==> src/rtl/int_div_core.sv <==
// int_div_core: sequential restoring unsigned divider, one quotient bit per clock.
module int_div_core #(
  parameter int WIDTH = 4
) (
  input  logic             clk,
  input  logic             rst,
  input  logic             start,
  input  logic [WIDTH-1:0] dividend,
  input  logic [WIDTH-1:0] divisor,
  output logic             busy,
  output logic             done,
  output logic [WIDTH-1:0] quotient,
  output logic [WIDTH-1:0] remainder,
  output logic             div_by_zero
);
  localparam int CW = $clog2(WIDTH + 1);
  typedef enum logic {IDLE, RUN} state_t;
  state_t           state_q;
  logic [WIDTH-1:0] d_q, q_q, q_d, r_q, r_d;
  logic [CW-1:0]    cnt_q;
  logic             dz_q;
  logic [WIDTH:0]   sh, t;
  // The partial remainder stays below the divisor, so its top bit is always zero and is not stored.
  always_comb begin
    sh  = {r_q, q_q[WIDTH-1]};
    t   = sh - {1'b0, d_q};
    r_d = t[WIDTH] ? sh[WIDTH-1:0] : t[WIDTH-1:0];
    q_d = {q_q[WIDTH-2:0], ~t[WIDTH]};
  end
  assign busy = state_q == RUN;
  always_ff @(posedge clk or posedge rst) begin
    if (rst) begin
      state_q     <= IDLE;
      d_q         <= '0;
      q_q         <= '0;
      r_q         <= '0;
      cnt_q       <= '0;
      dz_q        <= 1'b0;
      done        <= 1'b0;
      quotient    <= '0;
      remainder   <= '0;
      div_by_zero <= 1'b0;
    end else begin
      done <= 1'b0;
      if (state_q == IDLE) begin
        if (start) begin
          d_q     <= divisor;
          q_q     <= dividend;
          r_q     <= '0;
          cnt_q   <= CW'(WIDTH);
          dz_q    <= divisor == '0;
          state_q <= RUN;
        end
      end else begin
        r_q   <= r_d;
        q_q   <= q_d;
        cnt_q <= cnt_q - 1'b1;
        if (cnt_q == CW'(1)) begin
          quotient    <= q_d;
          remainder   <= r_d;
          div_by_zero <= dz_q;
          done        <= 1'b1;
          state_q     <= IDLE;
        end
      end
    end
  end
endmodule

==> config.mk <==
export PLATFORM = sky130hd
export DESIGN_NAME = int_div_core
export DESIGN_NICKNAME = d
export VERILOG_FILES = /design/src/rtl/int_div_core.sv
export SDC_FILE = /design/constraint.sdc
export NUM_CORES = 1
export LEC_CHECK = 0
export ABC_AREA = 1
export CAP_MARGIN = 20
export CORE_UTILIZATION = 35
export CTS_BUF_LIST = sky130_fd_sc_hd__clkbuf_4 sky130_fd_sc_hd__clkbuf_8
export CTS_CLUSTER_SIZE = 40
export DETAILED_ROUTE_END_ITERATION = 10
export PLACE_DENSITY_LB_ADDON = 0.15
export SKIP_LAST_GASP = 1
export SLEW_MARGIN = 20
export SYNTH_ARGS = -nofsm -noshare
export SYNTH_HDL_FRONTEND = slang
export SYNTH_SLANG_ARGS = --single-unit
export TNS_END_PERCENT = 1
==> constraint.sdc <==
create_clock -name clk -period 2.8 [get_ports clk]
set_input_delay 0.56 -clock clk [delete_from_list [all_inputs] [get_ports clk]]
set_output_delay 0.56 -clock clk [all_outputs]
set_load 0.01 [all_outputs]
==> results of run 1 <==
==> cell families after synthesis <==
group / count (synthesis) / share of synthesized area (%)
xor+xnor: 1 / 0.653
simple gates: 68 / 26.3
buf+inv: 23 / 7.28
fa+ha+maj: 7 / 7.09
compound gates: 19 / 8.30
flops: 27 / 50.4
==> through the flow <==
step	cells	hold slack (ns)	util [%]	cell area, sq um	total power, W
floorplan	145	0.453	-	1340	0.00160
global placement	213	0.463	43.7	1600	0.00192
detailed placement	213	0.466	43.7	1600	0.00194
CTS	217	0.490	45.0	1650	0.00217
global route	217	0.510	45.0	1650	0.00236
finish	217	0.484	45.0	1650	0.00215
==> per-layer routing <==
metal	vias to the layer above	global-route usage, %	wire (um)
met2	23	22.5	1230
li1	512	-	-
met5	-	0	0
met1	478	18.5	1190
met4	0	3.98	7
met3	2	2.86	105
==> worst min path at each step <==
| stage | from | endpoint | slack, ns | depth (start not counted) |
|---|---|---|---|---|
| CTS | remainder[1] | remainder[1] | 0.49 | 2 |
| global placement | remainder[3] | remainder[3] | 0.46 | 2 |
| finish | remainder[1] | remainder[1] | 0.48 | 2 |
| floorplan | d_q[2] | d_q[2] | 0.45 | 2 |
| global route | remainder[2] | remainder[2] | 0.51 | 2 |
| detailed placement | remainder[1] | remainder[1] | 0.47 | 2 |
==> cell type report <==
class	instances	share of cell area [%]
Inverter	21	4.78
Clock buffer	4	2.96
Tap cell	48	3.64
Timing Repair Buffer	22	13.2
Sequential cell	27	41.0
Multi-Input combinational cell	95	34.4
==> sequential cells by signal (all words and copies together) (netlist names) <==
register,count
quotient,4
busy,1
q_q,4
done,1
r_q,4
remainder,4
d_q,4
cnt_q,3
div_by_zero,1
dz_q,1
==> power by group <==
part / internal (W) / switching (W) / total, W
combinational: 0.000522 / 0.000690 / 0.00121
sequential: 0.000583 / 0.000132 / 0.000715
clock: 0.000111 / 0.000113 / 0.000224
total: 0.00122 / 0.000935 / 0.00215
==> cells in the mapped netlist (all sizes together) <==
| master | count | area (sq um) |
|---|---|---|
| o21ai | 11 | 55.1 |
| o211ai | 1 | 7.51 |
| nor2 | 6 | 41.3 |
| inv | 21 | 78.8 |
| o22ai | 1 | 6.26 |
| a31oi | 1 | 6.26 |
| fa | 1 | 20.0 |
| ha | 6 | 75.1 |
| a21oi | 2 | 10.0 |
| nand4 | 1 | 6.26 |
| nand2 | 47 | 211 |
| o221ai | 3 | 26.3 |
| dfrtp | 27 | 676 |
| buf | 2 | 18.8 |
| nand3 | 10 | 50.1 |
| nand3b | 3 | 35.0 |
| or2 | 1 | 8.76 |
| xnor2 | 1 | 8.76 |
==> placed cells by master (no fill, tap or decap) <==
cell type	count
inv_1	20
buf_4	1
o221ai_1	3
nand2_1	39
nand3_1	10
a21oi_1	2
clkbuf_8	3
nor2_2	1
or2_4	1
ha_1	6
o21ai_0	7
nand2_2	5
nor2_1	4
o21ai_1	4
fa_1	1
o211ai_1	1
nand3b_1	2
o22ai_1	1
xnor2_1	1
clkbuf_4	1
dfrtp_1	27
nand4_1	1
a31oi_1	1
nand2_4	3
inv_2	1
nor2_8	1
clkdlybuf4s50_1	21
nand3b_4	1
==> run summary, run 1 <==
PD cells: 1300 nW/um^2
Final setup fails: 0
Area taken by multi-input logic gates: 568 sq um
Hold Vio Cnt, Final: 0
CTS tree: done
Slowest Stage Delay on Critical Path: 0.61 ns
Rows: 22
Post-DP HPWL: 1.96 mm
Max Root-Sink Buffers: 2
Synth-to-Final Area Change: 22.9%
Worst-Skew Late Latency: 0.26 ns
CTS root buffer: clkbuf_8
Gr ovfl total: 0
Synth Area per Inst: 9.25 sq um
Post-CTS sizing: 0
Residual DRC count: 0
Global Route Usage Sum: 13.8%
Worst r2r src: q_q[3]
CP Buf/Inv Count: 1
Leak pwr: 0.823 nW
Post-Synthesis Cells: 145
DIE AREA: 4080 sq um
Vias in the first global route: 965
Wire per inst: 11.7 um
Clock-pin slew on the worst setup and hold paths: 0.09 ns
Fillers: 370
Worst slack, placed: 0.944 ns
Post-CTS setup buffers: 0
Vias: 1,015
Max-slew violations: 0
Synthesis-stage register bit count: 27
Required time worst endpoint: 2.24 ns
Largest net degree at the start of global routing: 28
Setup crit start kind: register
Drt first pass iters: 4
Post-synth design cell area: 1340 sq um
Layout cells sized above 1: 10.7%
Crit-path cells: clkdlybuf4s50_1
Syn_nets: 163
Crit path depth: 1
Fmax achieved: 499 MHz
RSZ-0062 raised after global routing: false
Worst vdd ir: 0.599 mV
Final min period: 2.00 ns
Area of the core: 3660 sq um
Fin crit share: 71.5%
Gpl congestion: 0.834
WL final: 2.54 mm
FF-to-FF End: r_q[2]
CTS buffer count: 3
Worst-margin pin slew: 0.359 ns
End of the critical path: busy
Outcome: finished clean
Clk_skew: 0.00115 ns
Die Y: 63.9 um
Arrival @ worst endpoint: 1.44 ns
CTS HTree Levels: 1
Worst Path Max Fanout: 10
DRT iter0 DRCs: 35
R2R setup slack: 0.94 ns
Setup tns final: 0 ns
Routed Antenna Nets: 0
Ant. Diodes: 0
Storage element area: 676 sq um
Cts hold-fix bufs: 0
Initial antenna violation count: 0
Unique cell type count in the Yosys netlist: 26
First-pass GRT wire length: 4.39 mm
Via/cell ratio: 4.68
Initial Util: 36.6%
Ports: 22
Nets: 188
Setup crit end kind: primary output
Yosys warns: 0
Port Buffers: 21
Die width: 63.9 um
Hold Crit Class: reg2reg
Crit path kind: reg2out
Crit path max-delay family: buffers and inverters
Slew headroom: 76.1%
Post-layout worst setup margin: 0.797 ns
CTS Sinks: 27
Worst setup path startpoint: busy
Register area share after synthesis: 50.4%
Max-cap violations: 0
Worst path slowest cell: clkdlybuf4s50_1
Reg2reg path depth: 12
No activity file was read; power rests on OpenSTA's default activity.
==> run 2: changes to the inputs <==
- clock period: 2.8 -> 1.6 ns (I/O delays scaled with it)
==> run 2 against run 1 <==
- the flow now finishes with violations (setup timing)
- design area rose by 5.8%
- combinational power grew 110%
- non-clock buffer count grew 6
- largest power group unchanged
==> run summary, run 2 (same netlist as run 1, synthesis figures left out) <==
Setup tns final: -0.281 ns (-0.281 ns)
Vias in the first global route: 1,005 (+4.1%)
Max-cap violations: 0 (unchanged)
Drt first pass iters: 4 (unchanged)
Worst slack, placed: -0.0840 ns (-1.03 ns)
Nets: 194 (+3.2%)
Crit path kind: reg2reg
Outcome: finished with violations
CTS tree: done
Max Root-Sink Buffers: 2 (unchanged)
DIE AREA: 4080 sq um (unchanged)
Metal2 WL: 1.29 mm (+4.3%)
Setup crit start kind: register
Setup crit end kind: register
Rows: 22 (unchanged)
Leak pwr: 0.861 nW (+4.6%)
Final total power: 0.00412 W (+92%)
Die width: 63.9 um (unchanged)
Final min period: 1.64 ns
Routed wl met3: 82 um (-22%)
Area of the core: 3660 sq um (unchanged)
Hold Vio Cnt, Final: 0 (unchanged)
Initial antenna violation count: 0 (unchanged)
CTS root buffer: clkbuf_8
CTS buffer count: 3 (unchanged)
Reg2reg path depth: 12 (unchanged)
Global Route Usage Sum: 14.7% (+0.87 points)
CTS HTree Levels: 1 (unchanged)
Hold Crit Class: in2async
Commonest non-fill, non-tap cells in the layout: 35 x nand2_1, 27 x dfrtp_1, 21 x clkdlybuf4s50_1, 18 x inv_1
Worst-Skew Late Latency: 0.27 ns (about the same)
Die Y: 63.9 um (unchanged)
Dpl cell area: 1640 sq um (+2.5%)
Initial Util: 36.6% (unchanged)
Gr ovfl total: 0 (unchanged)
Cts hold-fix bufs: 0 (unchanged)
Routed Antenna Nets: 0 (unchanged)
Final core occ: 47.6% (+2.6 points)
RSZ-0062 raised after global routing: true
CTS Sinks: 27 (unchanged)
Post-DP HPWL: 2.03 mm (+3.4%)
First-pass GRT wire length: 4.62 mm (+5.4%)
Final setup fails: 9 (+9)
Worst Path Max Fanout: 6 (-4)
Wire per inst: 11.9 um (+1.7%)
Clk_skew: 0.00245 ns (+0.00130 ns)
PD cells: 2360 nW/um^2 (+81%)
Slew headroom: 77.4% (+1.3 points)
Largest net degree at the start of global routing: 28 (unchanged)
Residual DRC count: 0 (unchanged)
Fmax achieved: 609 MHz
Gpl congestion: 0.813 (-2.5%)
Worst vdd ir: 0.948 mV (+58%)
Commonest non-fill, non-tap cell in the layout: nand2_1
Layout cells sized above 1: 20.0% (+9.3 points)
Failing checks: setup timing
Clock-pin slew on the worst setup and hold paths: 0.09 ns (about the same)
Design area: 1740 sq um (+5.8%)
WL final: 2.66 mm (+4.6%)
Synth-to-Final Area Change: 30.0%
Post-layout worst setup margin: -0.0410 ns (-0.838 ns)
Fillers: 355 (-4.1%)
Storage element area: 676 sq um (unchanged)
Top Metal Used: met4
Ant. Diodes: 0 (unchanged)
Port Buffers: 21 (unchanged)
Area taken by multi-input logic gates: 618 sq um (+8.8%)
M1 WL: 1.28 mm (+6.9%)
Vias: 1,015 (unchanged)
Via/cell ratio: 4.55 (-2.7%)
Max-slew violations: 0 (unchanged)
Arrival @ worst endpoint: 1.80 ns (+0.36 ns)
Fin crit share: 103%
Worst-margin pin slew: 0.339 ns (-0.0200 ns)
DRT iter0 DRCs: 39 (+11%)
Required time worst endpoint: 1.76 ns (-0.48 ns)
Ports: 22 (unchanged)
==> run 2: cell types whose count changed in the layout (fill, tap and decap cells not counted), sizes merged <==
| cell | before | now |
|---|---|---|
| buf | 1 | 7 |
==> run 2: path summary, 6_finish.rpt <==
kind	startpoint	to	slack, ns
worst max-delay path	q_q[3]	remainder[1]	-0.04
worst min-delay path	rst	quotient[1]	0.41
worst max register to register	q_q[3]	remainder[1]	-0.04
worst min register to register	remainder[3]	remainder[3]	0.48
max in group asynchronous	rst	q_q[1]	0.94
min in group clk	remainder[3]	remainder[3]	0.48
==> run 2: repair_timing <==
| action | 4_1_cts | 5_1_grt |
|---|---|---|
| gates cloned | 0 | 0 |
| setup buffers | 1 | 0 |
| endpoints found under the setup margin | 10 | 11 |
| endpoints found under the hold margin | 0 | 0 |
| resized for setup | 10 | 3 |
| pin swaps | 5 | 5 |
==> run 2: layout make-up <==
class	count	area share [%]
repair buffers	28	15.1
well taps	48	3.44
clock buffers	4	2.80
multi-input cells	95	35.4
inverters	21	4.52
flip-flops and latches	27	38.7
==> run 2: stage by stage <==
step	instances	hold slack, ns
2_1_floorplan	145	0.373
3_3_place_gp	218	0.461
3_5_place_dp	218	0.464
4_1_cts	223	0.420
5_1_grt	223	0.467
6_report	223	0.406
==> run 2: critical path, stage by stage (launching register included) <==
cell and delay [ns]:
dfrtp_1 0.38, inv_2 0.07, ha_4 0.12, inv_2 0.04, fa_2 0.34, nand2_2 0.09
nand2_4 0.07, nand2_4 0.07, nand2_4 0.07, nand2_4 0.11, nand2_2 0.06, nand3_1 0.07
nand2_1 0.06
==> run 2: power by group <==
part           switching (W)  internal (W)
clock network       0.000200      0.000195
registers           0.000218       0.00102
logic                0.00139       0.00110
total                0.00180       0.00232
==> run 2: layer usage <==
metal	track usage, %	vias up
li1	-	526
met1	19.7	471
met3	3.75	2
met5	0	-
met4	2.56	0
met2	24.1	16
==> run 3: changes to the inputs <==
- CORE_UTILIZATION: 35 -> 49
==> run 3 against run 2 <==
- the run still ends with setup timing left
- non-clock buffer count is 1 lower
- routed wire length increased by 4.2%
- power is 2.6% higher
- first-iteration DRC count fell by 23%
- critical path type unchanged
==> run summary, run 3 (same netlist as run 1, synthesis figures left out) <==
Max Root-Sink Buffers: 2 (unchanged)
Commonest non-fill, non-tap cell in the layout: nand2_1
Wire per inst: 13.6 um (+14%)
Gpl congestion: 0.853 (+4.9%)
CTS Sinks: 27 (unchanged)
Global Route Usage Sum: 21.5% (+6.8 points)
Ant. Diodes: 0 (unchanged)
Drt first pass iters: 4 (unchanged)
Synth-to-Final Area Change: 28.2%
Via/cell ratio: 5.15 (+13%)
Worst Path Max Fanout: 2 (-4)
Initial antenna violation count: 0 (unchanged)
Post-layout worst setup margin: -0.0928 ns (-0.0518 ns)
Post-route insts no fill: 204 (-8.5%)
Commonest non-fill, non-tap cells in the layout: 35 x nand2_1, 26 x dfrtp_1, 21 x clkdlybuf4s50_1, 18 x inv_1, 8 x nand3_1
Die width: 54.3 um (-15%)
Storage element area: 677 sq um (+0.19%)
Failing checks: setup timing
WL final: 2.77 mm (+4.2%)
Slew headroom: 77.7% (+0.26 points)
Final setup fails: 11 (+2)
DRT iter0 DRCs: 30 (-23%)
First-pass GRT wire length: 4.47 mm (-3.3%)
Fin crit share: 106% (+3.2 points)
Die Y: 54.3 um (-15%)
CTS buffer count: 3 (unchanged)
Arrival @ worst endpoint: 1.92 ns (+0.12 ns)
Outcome: finished with violations
Max-cap violations: 0 (unchanged)
Routed Antenna Nets: 0 (unchanged)
PD cells: 2460 nW/um^2 (+4.1%)
Hold Crit Class: in2async
Setup crit end kind: register
Ports: 22 (unchanged)
Setup crit start kind: register
Layout cells sized above 1: 19.5% (-0.46 points)
Required time worst endpoint: 1.83 ns (+0.07 ns)
CTS tree: done
Vias: 1,050 (+3.4%)
Vias in the first global route: 1,014 (+0.90%)
Reg2reg path depth: 9 (-3)
Worst-margin pin slew: 0.335 ns (-0.00390 ns)
Worst slack, placed: -0.0926 ns (-0.00864 ns)
Hold Vio Cnt, Final: 0 (unchanged)
RSZ-0062 raised after global routing: true
Largest net degree at the start of global routing: 28 (unchanged)
Max-slew violations: 0 (unchanged)
DIE AREA: 2950 sq um (-28%)
Area of the core: 2520 sq um (-31%)
Clk_skew: 0.0118 ns (+0.00934 ns)
Rows: 18 (-18%)
Area taken by multi-input logic gates: 641 sq um (+3.6%)
CTS HTree Levels: 1 (unchanged)
Initial Util: 53.2% (+17 points)
Fmax achieved: 591 MHz (-3.1%)
Nets: 193 (-0.52%)
Final min period: 1.69 ns (+0.0518 ns)
Cts hold-fix bufs: 0 (unchanged)
Worst-Skew Late Latency: 0.33 ns (+0.06 ns)
CTS root buffer: clkbuf_4
Port Buffers: 21 (unchanged)
Fillers: 214 (-40%)
Post-DP HPWL: 2.01 mm (-1.0%)
Worst vdd ir: 1.48 mV (+56%)
Residual DRC count: 0 (unchanged)
Gr ovfl total: 0 (unchanged)
Crit path kind: reg2reg
Clock-pin slew on the worst setup and hold paths: 0.16 ns (+0.07 ns)
Dpl cells: 199 (-8.7%)
Leak pwr: 0.849 nW (-1.4%)
run 3: cell count changes in the layout (fill, tap and decap cells not counted):
cell        before  now
buf_4            7    6
clkbuf_4         1    3
clkbuf_8         3    0
clkinvlp_4       0    1
dfrtp_1         27   26
dfrtp_2          0    1
nand2_2          7    5
nand2_8          0    2
nand3_1          7    8
nand3_2          3    2
run 3: path summary, 6_finish.rpt:
check / slack [ns] / start / endpoint
max reg2reg: -0.09 / q_q[3] / r_q[2]
max: -0.09 / q_q[3] / r_q[2]
min in group clk: 0.50 / remainder[2] / remainder[2]
min reg2reg: 0.50 / remainder[2] / remainder[2]
max in group asynchronous: 1.00 / rst / busy
min: 0.33 / rst / quotient[2]
run 3: where the power goes:
group	switching (W)	leakage, nW	total, W	internal [W]
sequential	0.000236	0.331	0.00126	0.00102
clock	0.000208	0.0139	0.000303	0.0000956
combinational	0.00152	0.504	0.00267	0.00115
run 3: layer usage:
layer	vias to the layer above	share of wire [%]	track usage, %
met5	-	0	0
met2	36	49	37.4
met1	484	44	27.0
met3	6	5.6	3.33
li1	524	-	-
met4	0	1.3	7.26
run 3: cell type report:
type	instances	area share, %
well taps	30	2.18
clock inverters	1	0.437
repair buffers	27	14.8
inverters	21	4.59
flip-flops and latches	27	39.4
clock buffers	3	1.31
multi-input cells	95	37.3
run 3: per-stage QoR:
stage	hold slack, ns	total power, W	utilization, %	setup TNS [ns]	area, sq um
floorplan	0.373	0.00281	-	0	1340
global placement	0.464	0.00339	63.8	-0.0560	1610
detailed placement	0.476	0.00349	63.8	-0.489	1610
CTS	0.342	0.00394	66.6	-0.985	1680
global route	0.357	0.00460	68.2	-1.61	1720
finish	0.332	0.00423	68.2	-0.649	1720
run 3: worst max-delay path, cell delays in order, from the launching register on:
cell and delay [ns]:
dfrtp_1 0.40, inv_2 0.07, ha_4 0.12, inv_2 0.04, fa_2 0.35, buf_4 0.14, xnor2_1 0.25, nand2_4 0.09
nand3_1 0.10, nand2_1 0.05
run 3: timing repair:
item                       CTS  global route
resized for setup           10             7
buffers inserted             1             0
pin swaps                    5             6
setup endpoints to repair   10            20
